--- src/rtl/mux_arb_reg.sv ---
// mux_arb_reg: merges CH valid/ready input channels of N-bit words into a
// single registered output stream. The channel is picked either manually
// through selecm or by a round-robin search that starts at rr_ptr. The
// output slot reloads on the same edge it is emptied, so the stream runs
// at one word per cycle while the consumer keeps q_ready high.
module mux_arb_reg #(
    parameter int N  = 16,
    parameter int CH = 4,
    localparam int SELW = (CH > 1) ? $clog2(CH) : 1
) (
    input  logic            clk,
    input  logic            reset,
    input  logic            mode,
    input  logic [SELW-1:0] selecm,
    input  logic [CH*N-1:0] R_in,
    input  logic [CH-1:0]   valid_in,
    output logic [CH-1:0]   ready_in,
    output logic [N-1:0]    q,
    output logic            q_valid,
    output logic [SELW-1:0] q_chan,
    input  logic            q_ready
);

    logic [SELW-1:0] rr_ptr;
    logic            grant_valid;
    logic [SELW-1:0] grant;
    logic [N-1:0]    grant_data;
    logic            load;

    // The slot may take a new word when it is empty or being emptied now.
    assign load = !q_valid || q_ready;

    // Grant selection: manual takes selecm only if that channel is valid and
    // in range; round-robin takes the first valid channel at or after rr_ptr.
    // Offsets are scanned from the far end so the nearest one wins last.
    always_comb begin
        grant_valid = 1'b0;
        grant       = '0;
        if (mode == 1'b0) begin
            for (int k = 0; k < CH; k++) begin
                if (selecm == SELW'(k) && valid_in[k]) begin
                    grant_valid = 1'b1;
                    grant       = SELW'(k);
                end
            end
        end else begin
            for (int i = CH - 1; i >= 0; i--) begin
                for (int k = 0; k < CH; k++) begin
                    if (valid_in[k] && (k == (int'(rr_ptr) + i) % CH)) begin
                        grant_valid = 1'b1;
                        grant       = SELW'(k);
                    end
                end
            end
        end
    end

    // Route the granted channel's word toward the output register.
    always_comb begin
        grant_data = '0;
        for (int k = 0; k < CH; k++) begin
            if (grant == SELW'(k)) begin
                grant_data = R_in[k*N +: N];
            end
        end
    end

    // Accept strobe goes only to the granted channel, only when the slot can
    // load, and never while reset is held low.
    always_comb begin
        ready_in = '0;
        for (int k = 0; k < CH; k++) begin
            ready_in[k] = reset && grant_valid && load && (grant == SELW'(k));
        end
    end

    // Output slot and rotation pointer: load on a grant, drain when the
    // consumer takes the word with nothing new to replace it, else hold.
    always_ff @(posedge clk) begin
        if (!reset) begin
            q       <= '0;
            q_valid <= 1'b0;
            q_chan  <= '0;
            rr_ptr  <= '0;
        end else if (grant_valid && load) begin
            q       <= grant_data;
            q_chan  <= grant;
            q_valid <= 1'b1;
            rr_ptr  <= (grant == SELW'(CH - 1)) ? '0 : grant + 1'b1;
        end else if (q_valid && q_ready) begin
            q_valid <= 1'b0;
        end
    end

endmodule
--- config.mk ---
export PLATFORM = sky130hd
export DESIGN_NAME = mux_arb_reg
export DESIGN_NICKNAME = d
export VERILOG_FILES = /design/src/rtl/mux_arb_reg.sv
export SDC_FILE = /design/constraint.sdc
export NUM_CORES = 1
export LEC_CHECK = 0
export ABC_CLOCK_PERIOD_IN_PS = 4450
export BUFFER_PORTS_ARGS = -buffer_cell sky130_fd_sc_hd__buf_2
export CORE_MARGIN = 2
export CORE_UTILIZATION = 44
export CTS_BUF_LIST = sky130_fd_sc_hd__clkbuf_4 sky130_fd_sc_hd__clkbuf_8
export CTS_CLUSTER_DIAMETER = 100
export DETAILED_ROUTE_END_ITERATION = 8
export MAX_ROUTING_LAYER = met4
export PLACE_DENSITY = 0.86
export SLEW_MARGIN = 25
export SYNTH_ARGS = -nofsm -noshare
export SYNTH_HDL_FRONTEND = slang
export SYNTH_SLANG_ARGS = --single-unit
--- constraint.sdc ---
create_clock -name clk -period 4.45 [get_ports clk]
set_clock_uncertainty 0.1 [all_clocks]
set_input_delay 0.6675 -clock clk [delete_from_list [all_inputs] [get_ports clk]]
set_output_delay 0.6675 -clock clk [all_outputs]
set_load 0.05 [all_outputs]
==> results_dict.tcl, run 1 <==
set metrics [dict create \
    cts-resized-gates 0 \
    max_freq_mhz 271 \
    grt_max_degree 34 \
    postSynthAreaPerCell_sq_um 8.24 \
    critical_path.n_buffers_inverters 3 \
    gr-usage-all-layers_pct 24.8 \
    mappedNetlistNets 265 \
    synth_area_leader_cell "sky130_fd_sc_hd__dfxtp_1" \
    placement.setup.worst_slack_ns 0.746 \
    clock_network_power_share_pct 14.7 \
    post-cts-setup-buffer-count 0 \
    postRouteWirelength_um 4740 \
    path_cells "buf_2 > nor2b_1 > o311ai_0 > a41o_1 > inv_1 > ha_1 > and3_1 > buf_2" \
    hpwl_um 3400 \
    place_congestion 0.891 \
    power_density_nw_per_um2 332 \
    worstHoldPathType "reg -> reg" \
    transition_at_the_pin_with_the_smallest_max_transition_slack_ns 0.947 \
    cp_slowest_stage_delay_ns 0.80 \
    global_route.overflow_total 0 \
    ctsHoldBuffers 0 \
    placeableCoreArea_sq_um 3340 \
    first_pass_iters 5 \
    pwr-share-comb_pct 51.2 \
    final_period_demand_of_the_worst_path_ns 3.68 \
    setup.worst_path.end_class "output pin" \
    power.net_switching_uw 295 \
    synthMostInstantiatedCell "sky130_fd_sc_hd__dfxtp_1" \
    route.vias.total 1846 \
    fillerInstances 303 \
    p_seq_share_pct 34.1 \
    worst-endpoint-arrival_ns 2.92 \
    cts_buffers 3 \
    finalSetupTns_ns 0 \
    die_width_um 63.2 \
    area_growth_syn_to_fin_pct 33.1 \
    seq_area_frac_synth_pct 27.3 \
    antenna_found_initial 0 \
    synth_cell_area_sq_um 1540 \
    worst_setup_hold_path_clk_slew_ns 0.11 \
    cell_internal_pwr_uw 384 \
    crit_path_start_kind "primary input" \
    clock-sinks 21 \
    library_cell_used_as_clock_root_buffer "sky130_fd_sc_hd__clkbuf_4" \
    timing.final.max_slew_violations 0 \
    setup_repair_after_global_routing_missed_its_margin "false" \
    ys.flop_type "sky130_fd_sc_hd__dfxtp_1" \
    tritoncts "done" \
    fp-row-count 21 \
    numPortBuffers 96 \
    die-area_sq_um 3990 \
    drcViolationCount 0 \
    yosys_warnings 0 \
    dominant_delay_contributor_by_cell_family_on_the_critical_path "adder cells" \
    drv.max_cap_violation_count 0 \
    critical_path_class "in -> out" \
    crit_path_max_fanout 33 \
    post_synth_num_cell_types 37 \
    drt_iter0_drc 135 \
    first_global_vias 1690 \
    post_drt_wl_per_cell_um 14.9 \
    critical_path_top_delay_cell "sky130_fd_sc_hd__ha_1" \
    final.period_utilization_pct 82.8 \
    postSynthCellCount 187 \
    n_antenna_cell 0 \
    final-hold-violation-count 0 \
    power.leakage_uw 0.00101 \
    synth_commonest_cells "21 x sky130_fd_sc_hd__dfxtp_1, 18 x sky130_fd_sc_hd__nand2_1, 18 x sky130_fd_sc_hd__nor2b_1, 17 x sky130_fd_sc_hd__nand3_1" \
    cts-htree-levels 1 \
    yosys_register_bits 21 \
    cp_common_cell "sky130_fd_sc_hd__buf_2" \
    detail-route-antenna-nets 0 \
    initial_utilization_pct 46.2 \
    worst_ep_required_time_ns 3.68 \
    detailed_place.area_sq_um 2020 \
    grt_pass1_wl_um 7930 \
    final_cell_area_sq_um 2050 \
    nNetsFinal 352 \
    die_h_um 63.2 \
    setup_slack_ns 0.766 \
    clkLatencyLatePin_ns 0.30 \
    switching_share_pct 43.5 \
    p_total_uw 680 \
    slew_headroom_pct 36.9 \
    post-route-util_pct 61.4 \
    synth-edff-count 0 \
    cts_max_path_buffers 2 \
    async_flop_share_pct 0 \
    post_drt_via_cell_ratio 5.79 \
    synth_top_area_share_pct 27.3 \
    run_status "finished, final reports clean" \
    ys_top_cells_by_area "sky130_fd_sc_hd__dfxtp_1 27%, sky130_fd_sc_hd__o221a_1 11%, sky130_fd_sc_hd__a221oi_1 8.5%" \
    post_route_cells_drive_above_1_share_pct 41.4 \
    setup_viol 0 \
    vdd.ir_drop.worst_v 0.000282 \
    num_io_pins 97 \
]
-- cell usage in the layout, fill, tap and decap left out, types with 2 or more instances in the layout --
master,instances
sky130_fd_sc_hd__buf_2,96
sky130_fd_sc_hd__a221oi_1,15
sky130_fd_sc_hd__and3_1,4
sky130_fd_sc_hd__clkbuf_4,4
sky130_fd_sc_hd__o21ai_0,2
sky130_fd_sc_hd__nand2_1,18
sky130_fd_sc_hd__ha_1,4
sky130_fd_sc_hd__nand3_1,17
sky130_fd_sc_hd__o221a_1,15
sky130_fd_sc_hd__nand2b_1,2
sky130_fd_sc_hd__inv_1,7
sky130_fd_sc_hd__a21oi_1,6
sky130_fd_sc_hd__dfxtp_1,21
sky130_fd_sc_hd__mux2i_1,2
sky130_fd_sc_hd__nor3_1,15
sky130_fd_sc_hd__a211oi_2,3
sky130_fd_sc_hd__nor2b_1,18
sky130_fd_sc_hd__buf_4,5
-- power groups by stage --
| stage | Sequential [uW] | Combinational (uW) | Clock (uW) |
|---|---|---|---|
| after detailed placement | 235 | 347 | 0 |
| after CTS | 231 | 348 | 102 |
| after global routing | 235 | 378 | 111 |
| after floorplan | 320 | 171 | 0 |
| final | 232 | 348 | 100 |
| after global placement | 235 | 342 | 0 |
-- through the flow --
step | hold slack (ns) | cells
floorplan | 0.384 | 187
global placement | 0.392 | 315
detailed placement | 0.403 | 315
CTS | 0.436 | 319
global route | 0.463 | 319
finish | 0.437 | 319
-- cells by family (layout without fill, tap and decap cells) --
kind of cell             count (synthesis)  after routing  synth area share [%]
AND/OR/NAND/NOR                         82             82                  28.4
AO/OA/AOI/OAI                           51             51                  30.4
buffers and inverters                   26            112                  7.96
flip-flops                              21             21                  27.3
adder cells (fa/ha/maj)                  4              4                  3.25
multiplexers                             3              3                  2.76
-- registers in the layout, indices dropped and copies added (netlist names) --
signal / flops
q: 16
q_chan: 2
rr_ptr: 2
q_valid: 1
-- worst paths after layout --
check / from / end / slack, ns / cells past startpoint
worst max-delay path: valid_in[2] / ready_in[2] / 0.77 / 8
worst max register to register: rr_ptr[0]$_SDFFE_PN0P_ / q[14]$_SDFFE_PN0P_ / 1.64 / 8
worst min-delay path: q_valid$_SDFFE_PN0P_ / q_valid$_SDFFE_PN0P_ / 0.44 / 2
worst min register to register: q_valid$_SDFFE_PN0P_ / q_valid$_SDFFE_PN0P_ / 0.44 / 2
-- final cells by class --
type                    count  area (sq um)  share of cell area (%)
clock buffers               4          30.0                    1.47
inverters                   7          26.3                    1.28
multi-input cells         140           997                    48.7
flip-flops and latches     21           420                    20.5
well taps                  46          57.6                    2.81
repair buffers            101           518                    25.3
-- per-layer routing --
layer,track usage [%],wire length (um),vias to the layer above
li1,-,-,887
met1,32.6,2010,864
met2,39.5,2300,85
met3,3.93,331,10
met4,6.94,88,0
met5,-,0,-
-- tightest hold or removal path, cell delays in order (launching register included) --
cell	delay, ns
sky130_fd_sc_hd__dfxtp_1	0.34
sky130_fd_sc_hd__a21oi_1	0.12
sky130_fd_sc_hd__nor2_1	0.05
Power figures use the tool's default switching activity.
==> run 2, diff against run 1 <==
--- a/config.mk
+++ b/config.mk
@@ -5,15 +5,15 @@
 export SDC_FILE = /design/constraint.sdc
 export NUM_CORES = 1
 export LEC_CHECK = 0
-export ABC_CLOCK_PERIOD_IN_PS = 4450
+export ABC_CLOCK_PERIOD_IN_PS = 3090
 export BUFFER_PORTS_ARGS = -buffer_cell sky130_fd_sc_hd__buf_2
 export CORE_MARGIN = 2
-export CORE_UTILIZATION = 44
+export CORE_UTILIZATION = 40
 export CTS_BUF_LIST = sky130_fd_sc_hd__clkbuf_4 sky130_fd_sc_hd__clkbuf_8
 export CTS_CLUSTER_DIAMETER = 100
 export DETAILED_ROUTE_END_ITERATION = 8
 export MAX_ROUTING_LAYER = met4
-export PLACE_DENSITY = 0.86
+export PLACE_DENSITY = 0.83
 export SLEW_MARGIN = 25
 export SYNTH_ARGS = -nofsm -noshare
 export SYNTH_HDL_FRONTEND = slang
==> constraint.sdc (replaced) <==
create_clock -name clk -period 3.09 [get_ports clk]
set_clock_uncertainty 0.1 [all_clocks]
set_input_delay 0.4635 -clock clk [delete_from_list [all_inputs] [get_ports clk]]
set_output_delay 0.4635 -clock clk [all_outputs]
set_load 0.05 [all_outputs]
==> run 2 against run 1 <==
Sequential cell count is the same. Register-to-register slack lost 1.4 ns. Sequential share of layout area shrank 0.44 points. Sequential power grew 44%. Largest power group unchanged.
==> results_dict.tcl, run 2 (synthesis gave the netlist of run 1 again) <==
set metrics [dict create \
    run_status "finished, final reports clean" \
    drcViolationCount 0 \
    layout_commonest_cell "sky130_fd_sc_hd__buf_2" \
    die_h_um 66.1 \
    detail-route-antenna-nets 0 \
    final_period_demand_of_the_worst_path_ns 2.93 \
    path_cells "nor2b_1 > a311o_1 > a31oi_1 > buf_4 > ha_1 > buf_4 > and3_1 > buf_2" \
    library_cell_used_as_clock_root_buffer "sky130_fd_sc_hd__clkbuf_8" \
    crit_path_max_fanout 18 \
    max_freq_mhz 342 \
    route.vias.total 1800 \
    clock-sinks 21 \
    place_congestion 0.815 \
    global_route.overflow_total 0 \
    cts_buffers 3 \
    placeableCoreArea_sq_um 3690 \
    setup_repair_after_global_routing_missed_its_margin "false" \
    grt_pass1_wl_um 7420 \
    critical_path_class "reg -> out" \
    area_growth_syn_to_fin_pct 36.0 \
    setup.worst_path.end_class "output pin" \
    initial_utilization_pct 41.8 \
    worst_setup_hold_path_clk_slew_ns 0.08 \
    setup_viol 0 \
    hold_path_depth 2 \
    numPortBuffers 96 \
    largest_register_ff_count 16 \
    worstHoldPathType "reg -> reg" \
    cts-htree-levels 1 \
    worst-endpoint-arrival_ns 2.36 \
    nNetsFinal 352 \
    post_drt_via_cell_ratio 5.61 \
    num_io_pins 97 \
    most-common-layout-cells "96 x sky130_fd_sc_hd__buf_2, 21 x sky130_fd_sc_hd__dfxtp_1, 18 x sky130_fd_sc_hd__nand2_1" \
    gr-usage-all-layers_pct 22.1 \
    placement.setup.worst_slack_ns -0.315 \
    die-area_sq_um 4360 \
    drv.max_cap_violation_count 0 \
    fillerInstances 361 \
    dominant_delay_contributor_by_cell_family_on_the_critical_path "buffers and inverters" \
    cts_max_path_buffers 2 \
    reg2reg_path_depth 9 \
    grt_max_degree 33 \
    setup_slack_ns 0.163 \
    die_width_um 66.1 \
    power_density_nw_per_um2 488 \
    postRouteWirelength_um 4840 \
    first_global_vias 1613 \
    antenna_found_initial 0 \
    max_flop_register "q" \
    n_antenna_cell 0 \
    post_route_cells_drive_above_1_share_pct 41.8 \
    critical_path_top_delay_cell "sky130_fd_sc_hd__dfxtp_1" \
    vdd.ir_drop.worst_v 0.000361 \
    post_drt_wl_per_cell_um 15.1 \
    crit_path_start_kind "flop" \
    worst_ep_required_time_ns 2.53 \
    timing.critical_path.depth 8 \
    slew_headroom_pct 54.4 \
    first_pass_iters 5 \
    critical_path.n_buffers_inverters 3 \
    power.leakage_uw 0.00103 \
    finalSetupTns_ns 0 \
    timing.final.max_slew_violations 0 \
    fp-row-count 22 \
    clkLatencyLatePin_ns 0.26 \
    cp_slowest_stage_delay_ns 0.42 \
    hpwl_um 3530 \
    tritoncts "done" \
    largest_registers "q: 16 flops, q_chan: 2 flops, rr_ptr: 2 flops" \
    worst_hold_check_slack_ns 0.423 \
    cp_common_cell "sky130_fd_sc_hd__buf_4" \
    ctsHoldBuffers 0 \
    drt_iter0_drc 123 \
    final.period_utilization_pct 94.7 \
    final-hold-violation-count 0 \
    transition_at_the_pin_with_the_smallest_max_transition_slack_ns 0.681 \
]
run 2: changes by cell type in the layout (fill, tap and decap cells not counted):
cell	delta
sky130_fd_sc_hd__a2bb2oi_2	-1
sky130_fd_sc_hd__a2bb2oi_4	+1
sky130_fd_sc_hd__buf_12	+1
sky130_fd_sc_hd__buf_4	-1
sky130_fd_sc_hd__clkbuf_4	-4
sky130_fd_sc_hd__clkbuf_8	+3
sky130_fd_sc_hd__clkinv_2	+1
sky130_fd_sc_hd__nor2b_1	-1
sky130_fd_sc_hd__nor2b_2	+1
run 2: where the power goes:
| group | leakage, uW | total, uW | switching (uW) | internal [uW] |
|---|---|---|---|---|
| Clock | 0.0000255 | 176 | 86.2 | 89.7 |
| Sequential | 0.000174 | 334 | 23.3 | 310 |
| Combinational | 0.000829 | 512 | 322 | 190 |
run 2: routing by layer:
layer | GRT usage, % | share of wire, % | vias up
met3 | 4.09 | 6.5 | 4
met4 | 3.57 | 0.54 | 0
met1 | 28.1 | 44 | 838
met2 | 37.5 | 49 | 70
li1 | - | - | 888
met5 | - | 0 | -
run 2: final timing paths:
kind                           from                    to  slack, ns
min reg2reg    q_valid$_SDFFE_PN0P_  q_valid$_SDFFE_PN0P_       0.42
min            q_valid$_SDFFE_PN0P_  q_valid$_SDFFE_PN0P_       0.42
max          rr_ptr[0]$_SDFFE_PN0P_           ready_in[1]       0.16
max reg2reg  rr_ptr[0]$_SDFFE_PN0P_    q[14]$_SDFFE_PN0P_       0.21
run 2: final cells by class:
cell class                 count  area (sq um)  share of cell area [%]
clock inverter                 1          5.00                   0.239
sequential                    21           420                    20.1
timing repair buffer         101           531                    25.3
multi-input combinational    140          1010                    48.3
clock buffer                   3          41.3                    1.97
tap                           48          60.1                    2.87
inverter                       7          26.3                    1.25
run 2: stage by stage:
| step | total power [uW] | util, % | cell area [sq um] | instances |
|---|---|---|---|---|
| floorplan | 706 | - | 1540 | 187 |
| global placement | 836 | 55.2 | 2030 | 317 |
| detailed placement | 846 | 55.2 | 2030 | 317 |
| CTS | 1030 | 56.8 | 2090 | 321 |
| global route | 1080 | 56.8 | 2090 | 321 |
| finish | 1020 | 56.8 | 2090 | 321 |
run 2: worst min-delay path, stage by stage (launching register included):
cell	delay, ns
sky130_fd_sc_hd__dfxtp_1	0.35
sky130_fd_sc_hd__a21oi_1	0.07
sky130_fd_sc_hd__nor2_1	0.07
run 2: timing repair:
item                       in CTS  in global routing
hold endpoints to repair        0                  0
setup endpoints to repair      13                  0
setup buffers                   0                  0
resized for setup               2                  0
==> run 3, diff against run 2 <==
--- a/config.mk
+++ b/config.mk
@@ -7,13 +7,15 @@
 export LEC_CHECK = 0
 export ABC_CLOCK_PERIOD_IN_PS = 3090
 export BUFFER_PORTS_ARGS = -buffer_cell sky130_fd_sc_hd__buf_2
+export CELL_PAD_IN_SITES_DETAIL_PLACEMENT = 0
+export CELL_PAD_IN_SITES_GLOBAL_PLACEMENT = 1
 export CORE_MARGIN = 2
-export CORE_UTILIZATION = 40
+export CORE_UTILIZATION = 27
 export CTS_BUF_LIST = sky130_fd_sc_hd__clkbuf_4 sky130_fd_sc_hd__clkbuf_8
 export CTS_CLUSTER_DIAMETER = 100
 export DETAILED_ROUTE_END_ITERATION = 8
 export MAX_ROUTING_LAYER = met4
-export PLACE_DENSITY = 0.83
+export PLACE_DENSITY = 0.82
 export SLEW_MARGIN = 25
 export SYNTH_ARGS = -nofsm -noshare
 export SYNTH_HDL_FRONTEND = slang
==> run 3 against run 2 <==
Register-to-register slack gained 0.11 ns. Non-clock buffer count is 3 higher. Clock power rose by 12%. Utilization fell by 18 points. Combinational power shrank 1%. Hold slack improved by 0.0022 ns. Clock-buffer cell count unchanged. Critical path depth stayed put. Final cell count is 8.4% higher. Critical endpoint unchanged. Global-route usage fell by 5.5 points. Via count grew 0.50%. Maximum frequency hardly changed.
==> results_dict.tcl, run 3 (synthesis gave the netlist of run 1 again) <==
set metrics [dict create \
    run_status "finished, final reports clean" \
    post-route-util_pct 38.6 \
    worst-endpoint-arrival_ns 2.36 \
    cell_internal_pwr_uw 589 \
    pwr-share-comb_pct 48.8 \
    fillerInstances 584 \
    clock-sinks 21 \
    detail-route-antenna-nets 0 \
    finalSetupTns_ns 0 \
    timing.final.max_slew_violations 0 \
    cp_common_cell "sky130_fd_sc_hd__buf_4" \
    power.net_switching_uw 451 \
    layout_commonest_cell "sky130_fd_sc_hd__buf_2" \
    path_cells "nor2b_1 > a311o_1 > a31oi_1 > buf_4 > ha_1 > buf_4 > and3_1 > buf_2" \
    cts_buffers 3 \
    detailed_place.area_sq_um 2080 \
    post_route_cells_drive_above_1_share_pct 42.4 \
    cp_slowest_stage_delay_ns 0.42 \
    area_growth_syn_to_fin_pct 37.9 \
    grt_max_degree 24 \
    final-hold-violation-count 0 \
    clock_network_power_share_pct 19.0 \
    grt_pass1_wl_um 8290 \
    route.vias.total 1809 \
    final.period_utilization_pct 94.6 \
    worst_setup_hold_path_clk_slew_ns 0.09 \
    critical_path_class "reg -> out" \
    final_cell_area_sq_um 2120 \
    vdd.ir_drop.worst_v 0.000157 \
    first_global_vias 1661 \
    final_period_demand_of_the_worst_path_ns 2.92 \
    transition_at_the_pin_with_the_smallest_max_transition_slack_ns 0.684 \
    cts_max_path_buffers 2 \
    placeableCoreArea_sq_um 5510 \
    cts-resized-gates 0 \
    dominant_delay_contributor_by_cell_family_on_the_critical_path "buffers and inverters" \
    drt_iter0_drc 116 \
    global_route.overflow_total 0 \
    worstHoldPathType "in -> reg" \
    power.leakage_uw 0.00104 \
    antenna_found_initial 0 \
    drv.max_cap_violation_count 0 \
    crit_path_start_kind "flop" \
    postRouteWirelength_um 5330 \
    setup.worst_path.end_class "output pin" \
    die_h_um 79.5 \
    post_drt_via_cell_ratio 5.20 \
    ctsHoldBuffers 0 \
    initial_utilization_pct 28.0 \
    clkLatencyLatePin_ns 0.27 \
    largest_registers "q: 16 flops, q_chan: 2 flops, rr_ptr: 2 flops" \
    p_seq_share_pct 32.2 \
    worst_ep_required_time_ns 2.53 \
    crit_path_max_fanout 18 \
    fp-row-count 27 \
    slew_headroom_pct 54.2 \
    die-area_sq_um 6330 \
    die_width_um 79.5 \
    library_cell_used_as_clock_root_buffer "sky130_fd_sc_hd__clkbuf_8" \
    max_freq_mhz 342 \
    switching_share_pct 43.4 \
    power_density_nw_per_um2 490 \
    first_pass_iters 4 \
    numPortBuffers 96 \
    num_io_pins 97 \
    nNetsFinal 355 \
    n_antenna_cell 0 \
    hpwl_um 3780 \
    tritoncts "done" \
    cts-htree-levels 1 \
    max_flop_register "q" \
    largest_register_ff_count 16 \
    post_drt_wl_per_cell_um 15.3 \
    post-cts-setup-buffer-count 0 \
    gr-usage-all-layers_pct 16.6 \
    setup_viol 0 \
    drcViolationCount 0 \
    setup_repair_after_global_routing_missed_its_margin "false" \
    critical_path.n_buffers_inverters 3 \
    most-common-layout-cells "96 x sky130_fd_sc_hd__buf_2, 21 x sky130_fd_sc_hd__dfxtp_1, 18 x sky130_fd_sc_hd__nand2_1" \
    critical_path_top_delay_cell "sky130_fd_sc_hd__dfxtp_1" \
    place_congestion 0.854 \
]
run 3: cell types whose count changed in the layout (fill, tap and decap cells not counted):
cell,before,now
sky130_fd_sc_hd__buf_12,1,0
sky130_fd_sc_hd__buf_4,4,8
sky130_fd_sc_hd__a2bb2oi_2,0,1
sky130_fd_sc_hd__a2bb2oi_4,1,0
run 3: stage by stage:
stage               cells  power (uW)  hold slack [ns]  setup slack, ns
floorplan             187         706            0.384           0.0926
global placement      344         842            0.394           -0.144
detailed placement    344         848            0.414            0.155
CTS                   348        1040            0.421            0.181
global route          348        1100            0.443          0.00143
finish                348        1040            0.425            0.166
run 3: path summary, 6_finish.rpt:
| kind | endpoint | depth (start not counted) | startpoint | slack [ns] |
|---|---|---|---|---|
| setup / recovery | ready_in[1] | 8 | rr_ptr[0]$_SDFFE_PN0P_ | 0.17 |
| hold / removal | q_valid$_SDFFE_PN0P_ | 4 | q_ready | 0.43 |
| setup reg to reg | q[14]$_SDFFE_PN0P_ | 9 | rr_ptr[0]$_SDFFE_PN0P_ | 0.32 |
| hold reg to reg | q[9]$_SDFFE_PN0P_ | 1 | q[9]$_SDFFE_PN0P_ | 0.43 |
run 3: power by group through the flow:
stage,clock [uW],sequential (uW),combinational [uW]
floorplan,0,461,246
global placement,0,340,502
detailed placement,0,340,508
CTS,200,334,510
global route,209,339,549
finish,198,335,507
run 3: cell type report:
| class | count | area (sq um) | share of cell area [%] |
|---|---|---|---|
| Multi-Input combinational cell | 140 | 1000 | 47.1 |
| Timing Repair Buffer | 104 | 541 | 25.5 |
| Sequential cell | 21 | 420 | 19.8 |
| Tap cell | 72 | 90.1 | 4.24 |
| Clock buffer | 3 | 41.3 | 1.94 |
| Inverter | 7 | 26.3 | 1.24 |
| Clock inverter | 1 | 5.00 | 0.236 |
run 3: worst min-delay path, delay by kind of cell:
kind                   cells  cell delay [ns]
buffers and inverters      2             0.16
and+or+nand+nor            1             0.08
AOI/OAI and AO/OA          1             0.06
run 3: routing by layer:
layer | part of all wire [%] | up-vias | GRT usage, %
li1 | - | 891 | -
met5 | 0 | - | -
met4 | 1.0 | 0 | 4.66
met1 | 47 | 835 | 22.9
met3 | 6.4 | 8 | 2.60
met2 | 46 | 75 | 25.2
